[config.mk]
export PLATFORM = sky130hd
export DESIGN_NAME = line_fetch_arbiter
export DESIGN_NICKNAME = d
export VERILOG_FILES = /design/src/rtl/line_fetch_arbiter.sv
export SDC_FILE = /design/constraint.sdc
export NUM_CORES = 1
export LEC_CHECK = 0
export CAP_MARGIN = 40
export CORE_ASPECT_RATIO = 0.9
export CORE_MARGIN = 5
export CORE_UTILIZATION = 34
export CTS_CLUSTER_DIAMETER = 80
export CTS_CLUSTER_SIZE = 20
export DETAILED_ROUTE_END_ITERATION = 8
export PLACE_DENSITY = 0.75
export SYNTH_ARGS = -nofsm -noshare
export SYNTH_HDL_FRONTEND = slang
export SYNTH_SLANG_ARGS = --single-unit
[constraint.sdc]
create_clock -name clk_pix -period 3.55 [get_ports clk_pix]
set_input_delay 0.5325 -clock clk_pix [delete_from_list [all_inputs] [get_ports clk_pix]]
set_output_delay 0.5325 -clock clk_pix [all_outputs]
set_load 0.01 [all_outputs]
[src/rtl/line_fetch_arbiter.sv]
// line_fetch_arbiter: double-buffered display line prefetch sharing one framebuffer port with a CPU (LINE_DOUBLE_EN: show each row twice)
module line_fetch_arbiter #(
  parameter int CORDW = 16,
  parameter int H_RES = 640,
  parameter int V_RES = 480,
  parameter int PIX_PER_WORD = 4,
  parameter int ADDRW = 18,
  parameter int DATAW = 32,
  parameter int FB_BASE = 0,
  localparam int WPL = H_RES / PIX_PER_WORD,
  localparam int LBAW = WPL > 1 ? $clog2(WPL) : 1
) (
  input  logic                    clk_pix,
  input  logic                    rst,
  input  logic                    frame,
  input  logic                    line,
  input  logic signed [CORDW-1:0] sy,
  output logic                    mem_req,
  output logic                    mem_we,
  output logic [ADDRW-1:0]        mem_addr,
  output logic [DATAW-1:0]        mem_wdata,
  input  logic                    mem_ack,
  input  logic [DATAW-1:0]        mem_rdata,
  output logic                    lb_we,
  output logic                    lb_wbank,
  output logic [LBAW-1:0]         lb_waddr,
  output logic [DATAW-1:0]        lb_wdata,
  output logic                    lb_rbank,
  input  logic                    cpu_req,
  input  logic                    cpu_we,
  input  logic [ADDRW-1:0]        cpu_addr,
  input  logic [DATAW-1:0]        cpu_wdata,
  output logic                    cpu_ack,
  output logic [DATAW-1:0]        cpu_rdata,
  output logic                    underrun
);
  typedef enum logic [1:0] {IDLE, DREQ, CREQ} state_t;
  localparam logic signed [CORDW:0] ONE = (CORDW+1)'(1);
  state_t state, state_nx;
  logic fetch_pend, stale, ltrig, trig, do_fetch, d_ack, c_ack, issue_d, issue_c;
  logic [LBAW-1:0] wcnt;
  logic [ADDRW-1:0] line_addr;
  logic signed [CORDW:0] sext, nrow;
  assign sext = {sy[CORDW-1], sy};
`ifdef LINE_DOUBLE_EN
  localparam int ROWS = V_RES / 2;
  assign ltrig = line & ~frame & ~sy[0];
  assign nrow = (sext >>> 1) + ONE;
`else
  localparam int ROWS = V_RES;
  assign ltrig = line & ~frame;
  assign nrow = sext + ONE;
`endif
  assign trig = frame | ltrig;
  assign do_fetch = frame | (ltrig & ~nrow[CORDW] & (nrow < (CORDW+1)'(ROWS)));
  assign d_ack = state == DREQ && mem_ack;
  assign c_ack = state == CREQ && mem_ack;
  assign issue_d = state == IDLE && state_nx == DREQ;
  assign issue_c = state == IDLE && state_nx == CREQ;
  always_ff @(posedge clk_pix)
    state <= rst ? IDLE : state_nx;
  always_comb begin
    state_nx = state;
    state_nx = state == IDLE ? (trig ? IDLE : fetch_pend ? DREQ : cpu_req ? CREQ : IDLE)
                             : (mem_ack ? IDLE : state);
  end
  always_ff @(posedge clk_pix) begin
    if (rst) begin
      fetch_pend <= 1'b0;
      stale      <= 1'b0;
      wcnt       <= '0;
      line_addr  <= '0;
      mem_req    <= 1'b0;
      mem_we     <= 1'b0;
      mem_addr   <= '0;
      mem_wdata  <= '0;
      lb_we      <= 1'b0;
      lb_wbank   <= 1'b1;
      lb_waddr   <= '0;
      lb_wdata   <= '0;
      lb_rbank   <= 1'b0;
      cpu_ack    <= 1'b0;
      cpu_rdata  <= '0;
      underrun   <= 1'b0;
    end else begin
      lb_we    <= d_ack & ~stale & ~trig;
      cpu_ack  <= c_ack;
      underrun <= trig & fetch_pend;
      stale    <= state == DREQ && !mem_ack && (stale || trig);
      if (d_ack || c_ack) begin
        mem_req <= 1'b0;
        mem_we  <= 1'b0;
      end
      if (issue_d) begin
        mem_req  <= 1'b1;
        mem_we   <= 1'b0;
        mem_addr <= line_addr + ADDRW'(wcnt);
      end
      if (issue_c) begin
        mem_req   <= 1'b1;
        mem_we    <= cpu_we;
        mem_addr  <= cpu_addr;
        mem_wdata <= cpu_wdata;
      end
      if (d_ack) begin
        lb_waddr <= wcnt;
        lb_wdata <= mem_rdata;
      end
      if (c_ack && !mem_we)
        cpu_rdata <= mem_rdata;
      if (d_ack && !stale) begin
        wcnt <= wcnt + LBAW'(1);
        if (wcnt == LBAW'(WPL - 1))
          fetch_pend <= 1'b0;
      end
      if (trig) begin
        fetch_pend <= do_fetch;
        wcnt       <= '0;
        line_addr  <= frame ? ADDRW'(FB_BASE) : ADDRW'(nrow) * ADDRW'(WPL) + ADDRW'(FB_BASE);
        lb_wbank   <= frame ? ~lb_rbank : lb_rbank;
        lb_rbank   <= lb_rbank ^ ~frame;
      end
    end
  end
endmodule

==> run_results.csv, run 1 <==
group,metric,value,unit
sta,relSlewSlack,0.402,
yosys,synth_top_area_share,0.466,
setup_path,worst_setup_path_end_kind,"flop",
floorplan,die_area,22400,um^2
power,p_leak,3.46,nW
placed_design,gp_congestion,0.836,
yosys,synthCells,816,
global_routing,grt_max_degree,86,
sta,setup_viol,0,
floorplan,fp.dieH,142,um
detailed_routing,viasPerCell,4.81,
detailed_routing,drtIter0Drc,335,
global_routing,grt_pass1_vias,6112,
yosys,synth_seq_cells,154,
setup_path,worst_path_most_repeated_cell,"ha_1",
sta,fmax,310,MHz
run_status,status,"finished, final reports clean",
cts,tritoncts,"yes",
sta,hold_slack,0.451,ns
yosys,yosysWarnings,0,
floorplan,io_pins,234,
finish,fill_cells,1806,
detailed_routing,wl_per_cell,15.4,um
cts,clkTransAtPathRegs,0.06,ns
global_routing,grt-ovfl-total,0,
cts,holdBufCountCts,0,
global_routing,antenna_found_initial,0,
placed_design,port_buffers,233,
finish,drive_gt1_frac,0.0687,
detailed_routing,antenna_left,0,
detailed_routing,first_pass_iters,4,
finish,instances_no_fill,1314,
yosys,synthArstFlopShare,0,
global_routing,grt_use_total,0.176,
floorplan,start_util,0.345,
detailed_routing,drcViolationCount,0,
run,max_cap_violations,0,
yosys,synth_area,6620,um^2
power,irDropWorstVdd,266,uV
sta,fin_crit_sh,0.908,
setup_path,cp_max_fo,3,
setup_path,setup.worst_path.class,"in2reg",
setup_path,critPathTopFamily,"compound AO/OA/AOI/OAI gates",
setup_path,worstPathRequired,3.85,ns
yosys,yosys_most_used_dff,"dfxtp_1",
cts,cts_buffer_depth,2,
setup_path,critPathBufInv,2,
finish,nets,1179,
setup_path,crit_slowest_cell,"clkdlybuf4s50_1",
floorplan,die_width,157,um
detailed_routing,vias,6319,
sta,worstMarginPinSlew,0.897,ns
yosys,seq_area_frac_synth,0.466,
finish,syn2layout_area_growth,49.6,%
yosys,synth.area.top_cells,"dfxtp_1 47%, nand2_1 14%, a21oi_1 9.5%",
setup_path,cp_data_arrival_time,3.52,ns
placed_design,dpl.hpwl,15000,um
setup_path,cp-start-kind,"input pin",
cts,cts_setup_buffers,0,
detailed_routing,wirelength,20300,um
power,power.density,417,nW/um^2
yosys,synth_cell_types,60,
sta,maxSlewViolCount,0,
cts,root_buffer,"clkbuf_16",
cts,worstSkewPairLatency,0.42,ns
sta,min_period,3.22,ns
setup_path,slowest_delay,0.51,ns
global_routing,grt_pass1_wl,31900,um
floorplan,core_area,19200,um^2
yosys,syn_nets,944,
sta,fin_skew,0.0225,ns
sta,grt_setup_unrepaired,"false",
setup_path,cp_cell_sequence,"clkdlybuf4s50_1 > ha_1 > nand3_1 > xnor2_1 > ha_1 > inv_1 > fa_1 > nor2b_1 > o21a_1 > o21ai_1 > a2111oi_1 > o21ai_0 > a32o_1",
floorplan,fp-row-count,48,
cts,cts.sinks,154,
sta,finalHoldViolations,0,
yosys,syn_avg_cell_area,8.11,um^2
min_path,min_path_type,"reg2reg",
yosys,synth_edf_count,0,
yosys,synth_area_leader_cell,"dfxtp_1",
cts,htree_levels,4,
cts,cts_buffers,17,
placed_design,post-place-cells,1282,
synthesized netlist by cell type, types with 3 or more instances:
| master | number |
|---|---|
| a2111oi_0 | 4 |
| a21oi_1 | 126 |
| a22o_1 | 4 |
| a22oi_1 | 10 |
| a31oi_1 | 3 |
| and2_1 | 3 |
| and3_1 | 4 |
| buf_2 | 12 |
| clkbuf_1 | 36 |
| dfxtp_1 | 154 |
| ha_1 | 21 |
| inv_1 | 11 |
| mux2i_1 | 3 |
| nand2_1 | 242 |
| nand2b_1 | 5 |
| nand3_1 | 10 |
| nand3b_1 | 7 |
| nand4_1 | 7 |
| nor2_1 | 33 |
| nor2b_1 | 6 |
| nor3_1 | 11 |
| nor4_1 | 3 |
| o21ai_0 | 7 |
| o21ai_1 | 5 |
| or3_1 | 6 |
| xnor2_1 | 25 |
| xor2_1 | 15 |
sequential cells by signal, indices dropped and copies added (netlist names), 2 cells and up:
name / count
cpu_rdata: 32
mem_addr: 18
wcnt: 8
lb_waddr: 8
line_addr: 13
lb_wdata: 32
state: 2
mem_wdata: 32
layer usage:
layer  share of wire  global-route usage  wire length, um
met1            0.45               0.232             9150
met2            0.46               0.285             9400
met3           0.065              0.0465             1320
met4           0.021              0.0552              426
met5               0                   0                0
through the flow:
step	util	total power (W)	TNS, ns	setup slack [ns]	cell area (um^2)
finish	0.517	0.00413	0	0.325	9900
global route	0.517	0.00431	0	0.110	9900
CTS	0.517	0.00417	0	0.320	9900
detailed placement	0.486	0.00236	-0.0967	-0.0967	9310
global placement	0.485	0.00235	-0.0603	-0.0603	9290
floorplan	-	0.00208	0	0.515	6620
report_power, final:
group	switching [W]	total [W]	internal [W]	leakage, nW
logic	0.000245	0.000525	0.000280	1.93
registers	0.0000288	0.00180	0.00177	1.25
clock network	0.000737	0.00180	0.00107	0.287
total	0.00101	0.00413	0.00312	3.46
worst register-to-register path, stage by stage, from the launching register on:
cell	delay [ns]
dfxtp_1	0.46
ha_1	0.22
inv_1	0.06
fa_1	0.38
nor2b_1	0.22
o211ai_1	0.20
or3_1	0.38
nand3_1	0.12
o211ai_1	0.09
a21oi_1	0.16
layout make-up:
cell class | instances | area, um^2 | share of cell area
Antenna cell | 1 | 2.50 | 0.000253
Clock buffer | 20 | 447 | 0.0451
Clock inverter | 11 | 138 | 0.0139
Inverter | 12 | 45.0 | 0.00455
Multi-Input combinational cell | 601 | 3290 | 0.333
Sequential cell | 154 | 3080 | 0.311
Tap cell | 250 | 313 | 0.0316
Timing Repair Buffer | 265 | 2580 | 0.261
logic make-up after synthesis:
logic type | Yosys count | share of synthesized area
simple gates | 351 | 0.233
compound gates | 184 | 0.161
flops | 154 | 0.466
buf+inv | 61 | 0.0374
xor+xnor | 40 | 0.0529
fa+ha+maj | 23 | 0.0457
mux | 3 | 0.00454
path summary, 6_finish.rpt:
| path | start | endpoint | slack (ns) | depth (start not counted) |
|---|---|---|---|---|
| max | sy[0] | line_addr[16] | 0.33 | 13 |
| min | lb_wdata[15] | lb_wdata[15] | 0.45 | 2 |
| max reg2reg | wcnt[5] | mem_addr[17] | 1.21 | 9 |
| min reg2reg | lb_wdata[15] | lb_wdata[15] | 0.45 | 2 |
cell usage in the layout, fill, tap and decap left out, drive strengths merged, types with 16 or more instances in the layout:
cell type and instances:
dfxtp 154, inv 16, nand2 242, xnor2 25, buf 33, ha 21
nor2 34, clkbuf 20, a21oi 126, clkdlybuf4s50 232
what timing repair did:
action	in CTS	in global routing
endpoints found under the setup margin	0	1
resized for setup	0	1
hold endpoints to repair	0	0
Power figures use the tool's default switching activity.
==> run 2, diff against run 1 <==
Settings changed: CTS_BUF_LIST set to sky130_fd_sc_hd__clkbuf_4.
==> run 2 against run 1 <==
Cell count barely moved. First-iteration DRC count fell by 11%. Die area did not move. Clock-buffer cell count fell by 1. Critical path depth did not move. Via count fell by 0.28%. Combinational power barely moved. Setup slack improved by 0.12 ns. Clock skew rose by 0.0050 ns. Non-clock buffer count did not move.
==> run_results.csv, run 2 (synthesized netlist as in run 1, its figures left out) <==
group,metric,value,unit
run_status,status,"finished, final reports clean",
detailed_routing,wl_per_cell,15.3,um
placed_design,port_buffers,233,
finish,top_regs,"cpu_rdata x32, lb_wdata x32, mem_wdata x32",
sta,fmax,322,MHz
placed_design,dpl.hpwl,15000,um
sta,setup_viol,0,
floorplan,die_width,157,um
setup_path,setup.worst_path.class,"in2reg",
min_path,holdPathEnd,"lb_wdata[15]",
run,max_cap_violations,0,
min_path,holdPathStages,2,
detailed_routing,first_pass_iters,5,
sta,finalHoldViolations,0,
sta,relSlewSlack,0.405,
floorplan,core_area,19200,um^2
setup_path,rrSetupSlack,1.18,ns
global_routing,antenna_found_initial,1,
setup_path,worstReg2RegEnd,"mem_addr[17]",
sta,fin_crit_sh,0.874,
finish,nets,1179,
power,p_comb_frac,0.153,
cts,cts_resized,0,
setup_path,worstPathRequired,3.99,ns
floorplan,io_pins,234,
placed_design,gp_congestion,0.836,
finish,final_cell_area,9600,um^2
setup_path,worst_setup_path_end_kind,"flop",
min_path,hp-start,"lb_wdata[15]",
detailed_routing,drcViolationCount,0,
detailed_routing,vias,6301,
setup_path,reg2reg_from,"wcnt[5]",
power,intPower,0.00249,W
global_routing,grt_pass1_wl,31700,um
sta,min_period,3.10,ns
sta,maxSlewViolCount,0,
setup_path,cp_max_fo,3,
power,clockPowerShare,0.319,
floorplan,fp.dieH,142,um
cts,cts_setup_buffers,0,
detailed_routing,wirelength,20100,um
sta,fin_skew,0.0275,ns
sta,setup_ws,0.447,ns
power,pwr-share-seq,0.527,
detailed_routing,viasPerCell,4.79,
power,irDropWorstVdd,241,uV
global_routing,grt_pass1_vias,6086,
cts,holdBufCountCts,0,
detailed_routing,antenna_left,0,
detailed_routing,drtIter0Drc,297,
finish,final_cell_mix,"242 x nand2_1, 232 x clkdlybuf4s50_1, 154 x dfxtp_1",
floorplan,fp-row-count,48,
finish,fill_cells,1832,
min_path,min_path_type,"reg2reg",
setup_path,cp-start-kind,"input pin",
sta,grt_setup_unrepaired,"false",
cts,worstSkewPairLatency,0.55,ns
finish,mostFrequentLayoutCell,"nand2_1",
placed_design,post-place-ws,-0.0967,ns
global_routing,grt_max_degree,86,
floorplan,start_util,0.345,
finish,syn2layout_area_growth,45.1,%
cts,cts_buffers,17,
setup_path,cp_data_arrival_time,3.54,ns
power,p_leak,3.33,nW
sta,hold_slack,0.462,ns
cts,cts.sinks,154,
cts,htree_levels,4,
cts,tritoncts,"yes",
sta,worstMarginPinSlew,0.892,ns
cts,clkTransAtPathRegs,0.13,ns
cts,cts_buffer_depth,2,
finish,drive_gt1_frac,0.0696,
power,sw_frac_of_total,0.269,
placed_design,place_area,9310,um^2
cts,root_buffer,"clkbuf_4",
setup_path,rr_worst_depth,9,
global_routing,grt-ovfl-total,0,
floorplan,die_area,22400,um^2
global_routing,grt_use_total,0.177,
power,p_switching,0.000918,W
power,power.density,355,nW/um^2
-- run 2: how the worst max path moves through the flow --
stage | startpoint | slack [ns] | depth (start not counted) | end
6_report | sy[0] | 0.45 | 13 | line_addr[16]
5_1_grt | sy[0] | 0.15 | 13 | line_addr[16]
4_1_cts | sy[0] | 0.50 | 13 | line_addr[16]
3_5_place_dp | sy[0] | -0.1 | 13 | line_addr[16]
3_3_place_gp | sy[0] | -0.06 | 13 | line_addr[16]
2_1_floorplan | sy[0] | 0.52 | 12 | line_addr[16]
-- run 2: critical path, cell delays in order --
cell	delay [ns]
clkdlybuf4s50_1	0.51
ha_1	0.21
nand3_1	0.12
xnor2_1	0.16
ha_1	0.30
inv_1	0.06
fa_1	0.44
nor2b_1	0.12
o21a_1	0.13
o21ai_1	0.08
a2111oi_0	0.44
o21ai_0	0.14
a32o_1	0.27
-- run 2: per-stage QoR --
stage	util	std cells	power, W	TNS (ns)
CTS	0.501	1313	0.00347	0
global route	0.501	1315	0.00360	0
floorplan	-	816	0.00208	0
finish	0.501	1315	0.00341	0
detailed placement	0.486	1282	0.00236	-0.0967
global placement	0.485	1280	0.00235	-0.0603
-- run 2: layout make-up --
class | count | area [um^2] | share of cell area
antenna | 2 | 5.00 | 0.000521
clock buffer | 19 | 143 | 0.0149
clock inverter | 12 | 141 | 0.0147
inverter | 12 | 45.0 | 0.00469
multi-input combinational | 601 | 3290 | 0.343
sequential | 154 | 3080 | 0.321
tap | 250 | 313 | 0.0326
timing repair buffer | 265 | 2580 | 0.269
-- run 2: per-layer routing --
layer	GRT usage	vias up	share of wire	wire, um
met4	0.0607	0	0.023	459
met1	0.231	2868	0.45	9070
met2	0.284	172	0.46	9350
met5	0	-	0	0
met3	0.0474	25	0.061	1230
li1	-	3236	-	-
-- run 2: power by group through the flow --
| stage | combinational, W | clock (W) | sequential, W |
|---|---|---|---|
| 2_1_floorplan | 0.000232 | 0 | 0.00185 |
| 3_3_place_gp | 0.000518 | 0 | 0.00183 |
| 3_5_place_dp | 0.000525 | 0 | 0.00184 |
| 4_1_cts | 0.000527 | 0.00114 | 0.00180 |
| 5_1_grt | 0.000576 | 0.00122 | 0.00181 |
| 6_report | 0.000523 | 0.00109 | 0.00180 |
